==> src/rtl/rtmq_cfg_uart_sender.sv <==
// RTMQ configuration frame sender: buffers {f_cfg, cfg_ins} entries in a small
// FIFO and shifts each one out as NB = (W_REG+8)/8 back-to-back 8N1-style bytes.
// The flag byte goes first, then the instruction word MSB first; each byte is
// sent LSB first.
//
// Write handshake: an entry is taken on a clk edge where wr_en && wr_rdy.
// wr_rdy depends only on the FIFO count, never on wr_en, and a write on the
// same edge as a pop from a full FIFO is refused.
//
// uart_tx and sent are registered. They lag the FSM state by one cycle, so a
// write into an empty, idle sender gives a pop on the next edge and the start
// bit falls on the edge after that.
module rtmq_cfg_uart_sender #(
  parameter int W_REG      = 32,
  parameter int BAUD_DIV   = 868,
  parameter int STOP_BITS  = 1,
  parameter int FIFO_DEPTH = 4
) (
  input  logic             clk,
  input  logic             rst,
  input  logic [W_REG-1:0] cfg_ins,
  input  logic             f_cfg,
  input  logic             wr_en,
  output logic             wr_rdy,
  output logic             uart_tx,
  output logic             busy,
  output logic             sent
);

  localparam int W_FRM    = W_REG + 8;
  localparam int NB       = W_FRM / 8;
  localparam int AW       = (FIFO_DEPTH > 1) ? $clog2(FIFO_DEPTH) : 1;
  localparam int STOP_LEN = STOP_BITS * BAUD_DIV;
  localparam int CW       = $clog2(STOP_LEN + 1);
  localparam int BW       = $clog2(NB + 1);

  localparam logic [CW-1:0] BIT_LAST  = CW'(BAUD_DIV - 1);
  localparam logic [CW-1:0] STOP_LAST = CW'(STOP_LEN - 1);
  localparam logic [BW-1:0] BYTE_LAST = BW'(NB - 1);
  localparam logic [AW:0]   FULL_CNT  = (AW + 1)'(FIFO_DEPTH);

  typedef enum logic [1:0] {IDLE, START, DATA, STOP} state_t;

  // FIFO storage and pointers
  logic [W_REG:0]  mem_q [FIFO_DEPTH];
  logic [AW-1:0]   wr_ptr_q, wr_ptr_d, rd_ptr_q, rd_ptr_d;
  logic [AW:0]     cnt_q, cnt_d;
  logic            push, pop, empty, full;

  // Transmit FSM state
  state_t          state_q, state_d;
  logic [CW-1:0]   baud_q, baud_d;
  logic [2:0]      bit_q, bit_d;
  logic [BW-1:0]   byte_q, byte_d;
  logic [W_FRM-1:0] frame_q, frame_d;
  logic            tx_q, tx_d;
  logic            done_q, done_d;
  logic            sent_q;
  logic [7:0]      cur_byte;

  assign full     = (cnt_q == FULL_CNT);
  assign empty    = (cnt_q == '0);
  assign wr_rdy   = !full;
  assign push     = wr_en && !full;
  assign cur_byte = frame_q[W_FRM-1 -: 8];
  assign uart_tx  = tx_q;
  assign sent     = sent_q;
  assign busy     = (state_q != IDLE) || !empty;

  // FIFO entry write; storage needs no reset since the count gates reads
  always_ff @(posedge clk) begin
    if (push) mem_q[wr_ptr_q] <= {f_cfg, cfg_ins};
  end

  // FIFO pointer and occupancy update
  always_comb begin
    wr_ptr_d = wr_ptr_q + AW'(push);
    rd_ptr_d = rd_ptr_q + AW'(pop);
    cnt_d    = cnt_q;
    case ({push, pop})
      2'b10:   cnt_d = cnt_q + 1'b1;
      2'b01:   cnt_d = cnt_q - 1'b1;
      default: cnt_d = cnt_q;
    endcase
  end

  // Next state, counters and the line value for the current state
  always_comb begin
    state_d = state_q;
    baud_d  = baud_q;
    bit_d   = bit_q;
    byte_d  = byte_q;
    frame_d = frame_q;
    tx_d    = 1'b1;
    done_d  = 1'b0;
    pop     = 1'b0;
    case (state_q)
      IDLE: begin
        if (!empty) begin
          pop     = 1'b1;
          frame_d = {7'b0, mem_q[rd_ptr_q]};
          byte_d  = '0;
          baud_d  = '0;
          state_d = START;
        end
      end
      START: begin
        tx_d = 1'b0;
        if (baud_q == BIT_LAST) begin
          baud_d  = '0;
          bit_d   = '0;
          state_d = DATA;
        end else begin
          baud_d = baud_q + 1'b1;
        end
      end
      DATA: begin
        tx_d = cur_byte[bit_q];
        if (baud_q == BIT_LAST) begin
          baud_d = '0;
          if (bit_q == 3'd7) state_d = STOP;
          else               bit_d   = bit_q + 1'b1;
        end else begin
          baud_d = baud_q + 1'b1;
        end
      end
      STOP: begin
        if (baud_q == STOP_LAST) begin
          baud_d = '0;
          if (byte_q < BYTE_LAST) begin
            byte_d  = byte_q + 1'b1;
            frame_d = {frame_q[W_FRM-9:0], 8'h00};
            state_d = START;
          end else begin
            done_d  = 1'b1;
            state_d = IDLE;
          end
        end else begin
          baud_d = baud_q + 1'b1;
        end
      end
      default: state_d = IDLE;
    endcase
  end

  // State registers; reset abandons any frame and forces the line high
  always_ff @(posedge clk or posedge rst) begin
    if (rst) begin
      state_q  <= IDLE;
      baud_q   <= '0;
      bit_q    <= '0;
      byte_q   <= '0;
      frame_q  <= '0;
      tx_q     <= 1'b1;
      done_q   <= 1'b0;
      sent_q   <= 1'b0;
      wr_ptr_q <= '0;
      rd_ptr_q <= '0;
      cnt_q    <= '0;
    end else begin
      state_q  <= state_d;
      baud_q   <= baud_d;
      bit_q    <= bit_d;
      byte_q   <= byte_d;
      frame_q  <= frame_d;
      tx_q     <= tx_d;
      done_q   <= done_d;
      sent_q   <= done_q;
      wr_ptr_q <= wr_ptr_d;
      rd_ptr_q <= rd_ptr_d;
      cnt_q    <= cnt_d;
    end
  end

endmodule

==> config.mk <==
export PLATFORM = sky130hd
export DESIGN_NAME = rtmq_cfg_uart_sender
export DESIGN_NICKNAME = d
export VERILOG_FILES = /design/src/rtl/rtmq_cfg_uart_sender.sv
export SDC_FILE = /design/constraint.sdc
export NUM_CORES = 1
export LEC_CHECK = 0
export BUFFER_PORTS_ARGS = -buffer_cell sky130_fd_sc_hd__buf_2
export CORE_MARGIN = 2
export CORE_UTILIZATION = 55
export DETAILED_ROUTE_END_ITERATION = 10
export GPL_TIMING_DRIVEN = 0
export HOLD_SLACK_MARGIN = 0.1
export PLACE_DENSITY = 0.82
export RECOVER_POWER = 25
export SLEW_MARGIN = 20
export SYNTH_ARGS = -nofsm -noshare
export SYNTH_HDL_FRONTEND = slang
export SYNTH_SLANG_ARGS = --single-unit
==> constraint.sdc <==
create_clock -name clk -period 4.5 [get_ports clk]
set_clock_uncertainty 0.1 [all_clocks]
set_input_delay 0.45 -clock clk [delete_from_list [all_inputs] [get_ports clk]]
set_output_delay 0.45 -clock clk [all_outputs]
set_load 0.01 [all_outputs]
==> results of run 1 <==
through the flow:
| stage | cells | hold WS (ps) | power, mW | util |
|---|---|---|---|---|
| final | 718 | 131 | 4.24 | 0.634 |
| after global routing | 718 | 127 | 4.39 | 0.634 |
| after CTS | 718 | 105 | 4.28 | 0.636 |
| after detailed placement | 685 | 251 | 2.85 | 0.598 |
| after global placement | 671 | 242 | 2.76 | 0.586 |
| after floorplan | 444 | 231 | 2.62 | - |
cells by family after synthesis:
kind of cell             after synthesis  share of synthesized area
flip-flops                           200                      0.676
AO/OA/AOI/OAI                         23                     0.0224
AND/OR/NAND/NOR                       70                     0.0504
XOR/XNOR                              13                     0.0136
adder cells (fa/ha/maj)               13                     0.0203
multiplexers                          97                      0.198
buffers and inverters                 28                     0.0191
Yosys cell counts, types with 2 or more instances:
cell type / count
inv_1: 9
buf_6: 7
nor4b_4: 2
mux4_1: 18
edfxtp_1: 132
nor4_1: 3
xnor2_1: 6
mux4_2: 17
o31ai_1: 2
mux2_4: 30
clkbuf_1: 9
nor3_1: 4
o21ai_0: 3
nand4_1: 3
ha_1: 12
dfrtp_1: 67
mux2i_1: 2
nor2_1: 13
mux2_2: 30
xor2_1: 7
nand2_1: 8
buf_2: 2
and3_1: 4
nand4b_1: 2
nand3_1: 11
nand2b_1: 3
a21oi_1: 2
nor2b_1: 10
nor3b_1: 3
a22o_1: 8
cells in the final DEF (no fill, tap or decap), drive strengths merged, types with 2 or more instances in the layout:
| cell type | count |
|---|---|
| mux2i | 2 |
| inv | 17 |
| a22o | 8 |
| a21oi | 2 |
| nor3b | 3 |
| dfrtp | 67 |
| and3 | 4 |
| nor3 | 5 |
| nand3 | 11 |
| o21ai | 3 |
| o31ai | 2 |
| xor2 | 7 |
| nand2 | 9 |
| clkinvlp | 3 |
| ha | 12 |
| nor2 | 13 |
| nand2b | 3 |
| nor2b | 10 |
| mux2 | 60 |
| mux4 | 35 |
| nor4 | 3 |
| edfxtp | 132 |
| clkinv | 5 |
| nand4b | 2 |
| nor4b | 2 |
| buf | 34 |
| clkbuf | 54 |
| nand4 | 3 |
| xnor2 | 6 |
registers in the layout, summed over array words and instances, names as in the netlist:
name and cells:
mem_q 132, frame_q 40, baud_q 10, bit_q 3, byte_q 3, cnt_q 3
rd_ptr_q 2, state_q 2, wr_ptr_q 2, done_q 1, sent 1, uart_tx 1
power by group through the flow:
stage          combinational, mW  sequential [mW]  clock, mW
4_1_cts                    0.486             2.33       1.46
3_3_place_gp               0.384             2.38          0
5_1_grt                    0.516             2.35       1.53
2_1_floorplan              0.270             2.35          0
6_report                   0.472             2.33       1.44
3_5_place_dp               0.482             2.37          0
repair_timing:
action                                 CTS  global route
buffers inserted                         0             0
setup endpoints to repair                0             0
gates resized for setup                  0             0
endpoints found under the hold margin   26             0
hold buffers                             1             0
cell type report:
cell class	count	area [sq um]	area share
flip-flops and latches	200	5670	0.595
multi-input cells	216	2570	0.270
clock buffers	17	425	0.0447
repair buffers	54	323	0.0339
well taps	188	235	0.0247
clock inverters	15	136	0.0143
plain buffers	18	123	0.0129
inverters	10	40.0	0.00420
worst min path at each step:
stage	startpoint	endpoint	slack, ps	depth (start not counted)
floorplan	done_q	sent	230	0
global placement	done_q	sent	240	0
detailed placement	done_q	sent	250	0
CTS	cfg_ins[4]	mem_q[0][4]	100	1
global route	cfg_ins[25]	mem_q[1][25]	130	1
finish	cfg_ins[10]	mem_q[2][10]	130	1
worst register-to-register path, cell delays in order (launching register included):
cell and delay, ps:
dfrtp_1 450, inv_1 150, ha_1 250, nor4b_4 370, inv_2 170, nand2_1 120
inv_1 80, ha_1 220, inv_1 80, fa_1 180, xor2_1 160, nor2_1 80
xor2_1 140
per-layer routing:
layer / part of all wire / up-vias / track usage
li1: - / 1897 / -
met1: 0.41 / 2160 / 0.247
met2: 0.54 / 89 / 0.347
met3: 0.031 / 17 / 0.0436
met4: 0.017 / 0 / 0.0782
met5: 0 / - / 0
==> metrics, run 1 <==
Hold Crit Class in -> reg; sequential share of power 0.548; setup ws final about 1800 ps; crit path to cnt_q[2]; critical path depth in cells 12; final hold vios 0; final instance area roughly 9500 sq um; outcome complete, no violations; Logic pwr share 0.111; TritonCTS clock tree yes; startpoint types flop; Crit Path Max Fanout 9; final setup fails 0; Syn Inst Count between 400 and 500; Starting Density 0.558; Placer Congestion between 0.7 and 0.8; reg-to-reg slack, setup 1850 ps; area fraction of the dominant cell type after synthesis 0.473; H-tree levels 4; Worst-Margin Slew between 600 and 700 ps; r2r startpoint state_q[0]; pre-CTS WS between 1500 and 2000 ps; Synth Warn # 0; routed wire length 14700 um; 1st-iter DRT viols around 280; WP data required 4720 ps; largest net degree at the start of global routing 43; total leakage power ~3.6 nW; synthesis-stage register bit count 200; fill count approximately 1.0k; EDFF count, synth roughly 130; antenna violations before repair 0; Slew Viols, Final 0; Skew-Pair Late Insertion Delay between 400 and 500 ps; TNS Setup 0 ps; Clock Power Share 0.340; slowest stage delay, CP 450 ps; CP most frequent cell inv_1; Netlist cell types 45; sw power 1.06 mW; post-synth top area cell edfxtp_1; Critical-path top delay cell dfrtp_1; cell row count 45; WP data arrival roughly 2900 ps; routed vias 4163; Tcrit/Tclk final 0.589; ys flop type edfxtp_1; CTS max path bufs 2; core area around 15000 sq um; post-route minimum period 2650 ps; Sw Share 0.249; layout overhead on the synthesized area 13.6%; HPWL Detailed just over 10000 um; # IOs 40; worst setup path startpoint state_q[0]; routed len/inst a little over 20 um; placed cell areas 8990 sq um; Int Pwr 3.19 mW; share of cells above drive strength 1 0.289; register area share after synthesis 0.676; CP endpoint kind flop; layout net count approximately 570; Max-cap violations 0; clock sink count 200; Clock Tree Root clkbuf_16; vias in the first global route 4493; via/cell ratio around 5.8; Post-DRT Antenna Nets 0; R2R depth 12; die height roughly 130 um; GR Overflow Total 0; die area 16200 sq um; DR pass1 iterations 4; fmax 377 MHz; CTS buffer count 17; asr flop ratio synth 0.340; CP bufs+invs 4; die width ~130 um; RSZ-0062 raised after global routing false; global-route wire length before repair ~24000 um; relative slew slack 0.569; Total Routing Usage GR 0.200; clock-pin slew on the worst setup and hold paths roughly 70 ps; CP cell instances inv_1 -> ha_1 -> nor4b_4 -> inv_2 -> nand2_1 -> inv_1 -> ha_1 -> inv_1 -> fa_1 -> xor2_1 -> nor2_1 -> xor2_1; worst r2r dst cnt_q[2]; crit path kind reg -> reg; cell family with most CP delay adder cells; port buffer count 39; # diodes 0; post-synthesis net count just under 500; drc violations 0; synth top area cells edfxtp_1 47%, dfrtp_1 20%, mux4_1 5.6%, mux2_4 5.4%, mux4_2 4.6%; pwr/cell area 446 nW/um^2; worst vdd ir between 0.4 and 0.5 mV; Post-Syn Area approximately 8400 sq um; Avg Cell Area, Syn approximately 19 sq um
Power figures use the tool's default switching activity.
==> run 2, diff against run 1 <==
clock period = 2.7 ns   (was 4.5 ns; I/O delays follow)
==> run 2 against run 1 <==
Via count rose by 3.3%. Sequential share of layout area down 2.2 points. Worst setup slack lost 1600 ps. Design area is 3.8% higher. Combinational power grew 76%. Sequential cell count unchanged.
==> metrics, run 2 (synthesis gave the netlist of run 1 again) <==
R2R depth 12; FF/Latch Area approximately 5700 sq um; share of cells above drive strength 1 0.297; placed cell areas ~9000 sq um; startpoint types flop; 1st-iter DRT viols between 200 and 300; die height about 130 um; Starting Density 0.558; GR Overflow Total 0; CTS max path bufs 2; Clock Tree Root clkbuf_16; worst r2r dst cnt_q[2]; critical path depth in cells 12; Post-DRT Antenna Nets 0; RSZ-0062 raised after global routing false; worst vdd ir slightly below 1 mV; max reg flops 132; core area 15000 sq um; pwr/cell area roughly 700 nW/um^2; port buffer count 39; CTS buffer count 17; total leakage power 3.73 nW; slowest stage delay, CP 450 ps; layout net count 601; # diodes 0; final hold vios 0; CP cell instances inv_1 -> ha_2 -> nor4b_4 -> inv_2 -> nand2_1 -> inv_1 -> ha_1 -> inv_1 -> fa_1 -> xor2_1 -> nor2_1 -> xor2_1; area of the multi-input gates roughly 2600 sq um; Critical-path top delay cell dfrtp_2; CP bufs+invs 4; routed wire length between 15000 and 20000 um; pre-CTS WS 79.6 ps; Slew Viols, Final 0; # IOs 40; cell family with most CP delay adder cells; H-tree levels 4; commonest non-fill, non-tap cell in the layout edfxtp_1; cell row count 45; Top reg by flops mem_q; Placer Congestion ~0.76; die width ~130 um; TNS Setup 0 ps; clock sink count 200; layout overhead on the synthesized area 17.9%; routed vias 4300; routed len/inst just over 20 um; post-route non-filler standard cell count ~750; reg-to-reg slack, setup ~240 ps; crit path to cnt_q[2]; most frequent cells in the layout 132 x edfxtp_1, 66 x dfrtp_1, 34 x dlygate4sd3_1; die area roughly 16000 sq um; final setup fails 0; TritonCTS clock tree yes; via/cell ratio around 5.7; WP data arrival about 2700 ps; Crit Path Max Fanout 7; vias in the first global route roughly 4.7k; DR pass1 iterations 4; cell count after placement slightly below 700; global-route wire length before repair approximately 25000 um; post-route minimum period between 2000 and 2500 ps; Top Registers mem_q: 132 flops, frame_q: 40 flops, baud_q: 10 flops; WP data required about 3000 ps; worst setup path startpoint state_q[0]; crit path kind reg -> reg; drc violations 0; CP endpoint kind flop; Fin Hold WS 228 ps; HPWL Detailed approximately 10000 um; Skew-Pair Late Insertion Delay between 400 and 500 ps; fill count slightly below 1k; final core utilization 0.658; Worst-Margin Slew roughly 1300 ps; relative slew slack 0.159; antenna violations before repair 0; Hold Crit Class in -> reg; Max-cap violations 0; CP most frequent cell inv_1; clock-pin slew on the worst setup and hold paths approximately 70 ps; Total Power 7.12 mW; Tcrit/Tclk final 0.909; final instance area slightly below 10000 sq um; fmax slightly above 400 MHz; Total Routing Usage GR 0.210; outcome complete, no violations; largest net degree at the start of global routing 43; setup ws final around 240 ps; r2r startpoint state_q[0]
-- run 2: tightest hold or removal path, cell delays in order --
cell and delay [ps]:
buf_2 80, nand2_1 140, inv_1 110, ha_1 120
-- run 2: what timing repair did --
item / in CTS / in global routing
hold buffers: 34 / 0
gates resized for setup: 0 / 6
setup buffers: 0 / 2
hold endpoints to repair: 199 / 0
endpoints found under the setup margin: 0 / 22
-- run 2: worst min path at each step --
stage	startpoint	to	slack (ps)	cells past startpoint
floorplan	done_q	sent	230	0
global placement	done_q	sent	240	0
detailed placement	rst	wr_ptr_q[0]	180	2
CTS	wr_en	wr_ptr_q[0]	210	4
global route	wr_en	wr_ptr_q[0]	280	4
finish	wr_en	wr_ptr_q[0]	230	4
-- run 2: layout make-up --
class / count / area share
tap: 188 / 0.0238
multi-input combinational: 216 / 0.261
clock buffer: 17 / 0.0430
inverter: 10 / 0.00392
timing repair buffer: 89 / 0.0687
clock inverter: 15 / 0.0138
buffer: 18 / 0.0127
sequential: 200 / 0.573
-- run 2: where the power goes --
group	internal [mW]	total (mW)	switching, mW
clock	1.22	2.41	1.19
sequential	3.75	3.88	0.129
combinational	0.377	0.832	0.455
-- run 2: routing by layer --
layer / share of wire / global-route usage / wire length, um / vias up
met1: 0.40 / 0.252 / 6270 / 2235
met5: 0 / 0 / 0 / -
met2: 0.55 / 0.374 / 8470 / 84
li1: - / - / - / 1959
met3: 0.033 / 0.0523 / 510 / 22
met4: 0.016 / 0.0672 / 246 / 0
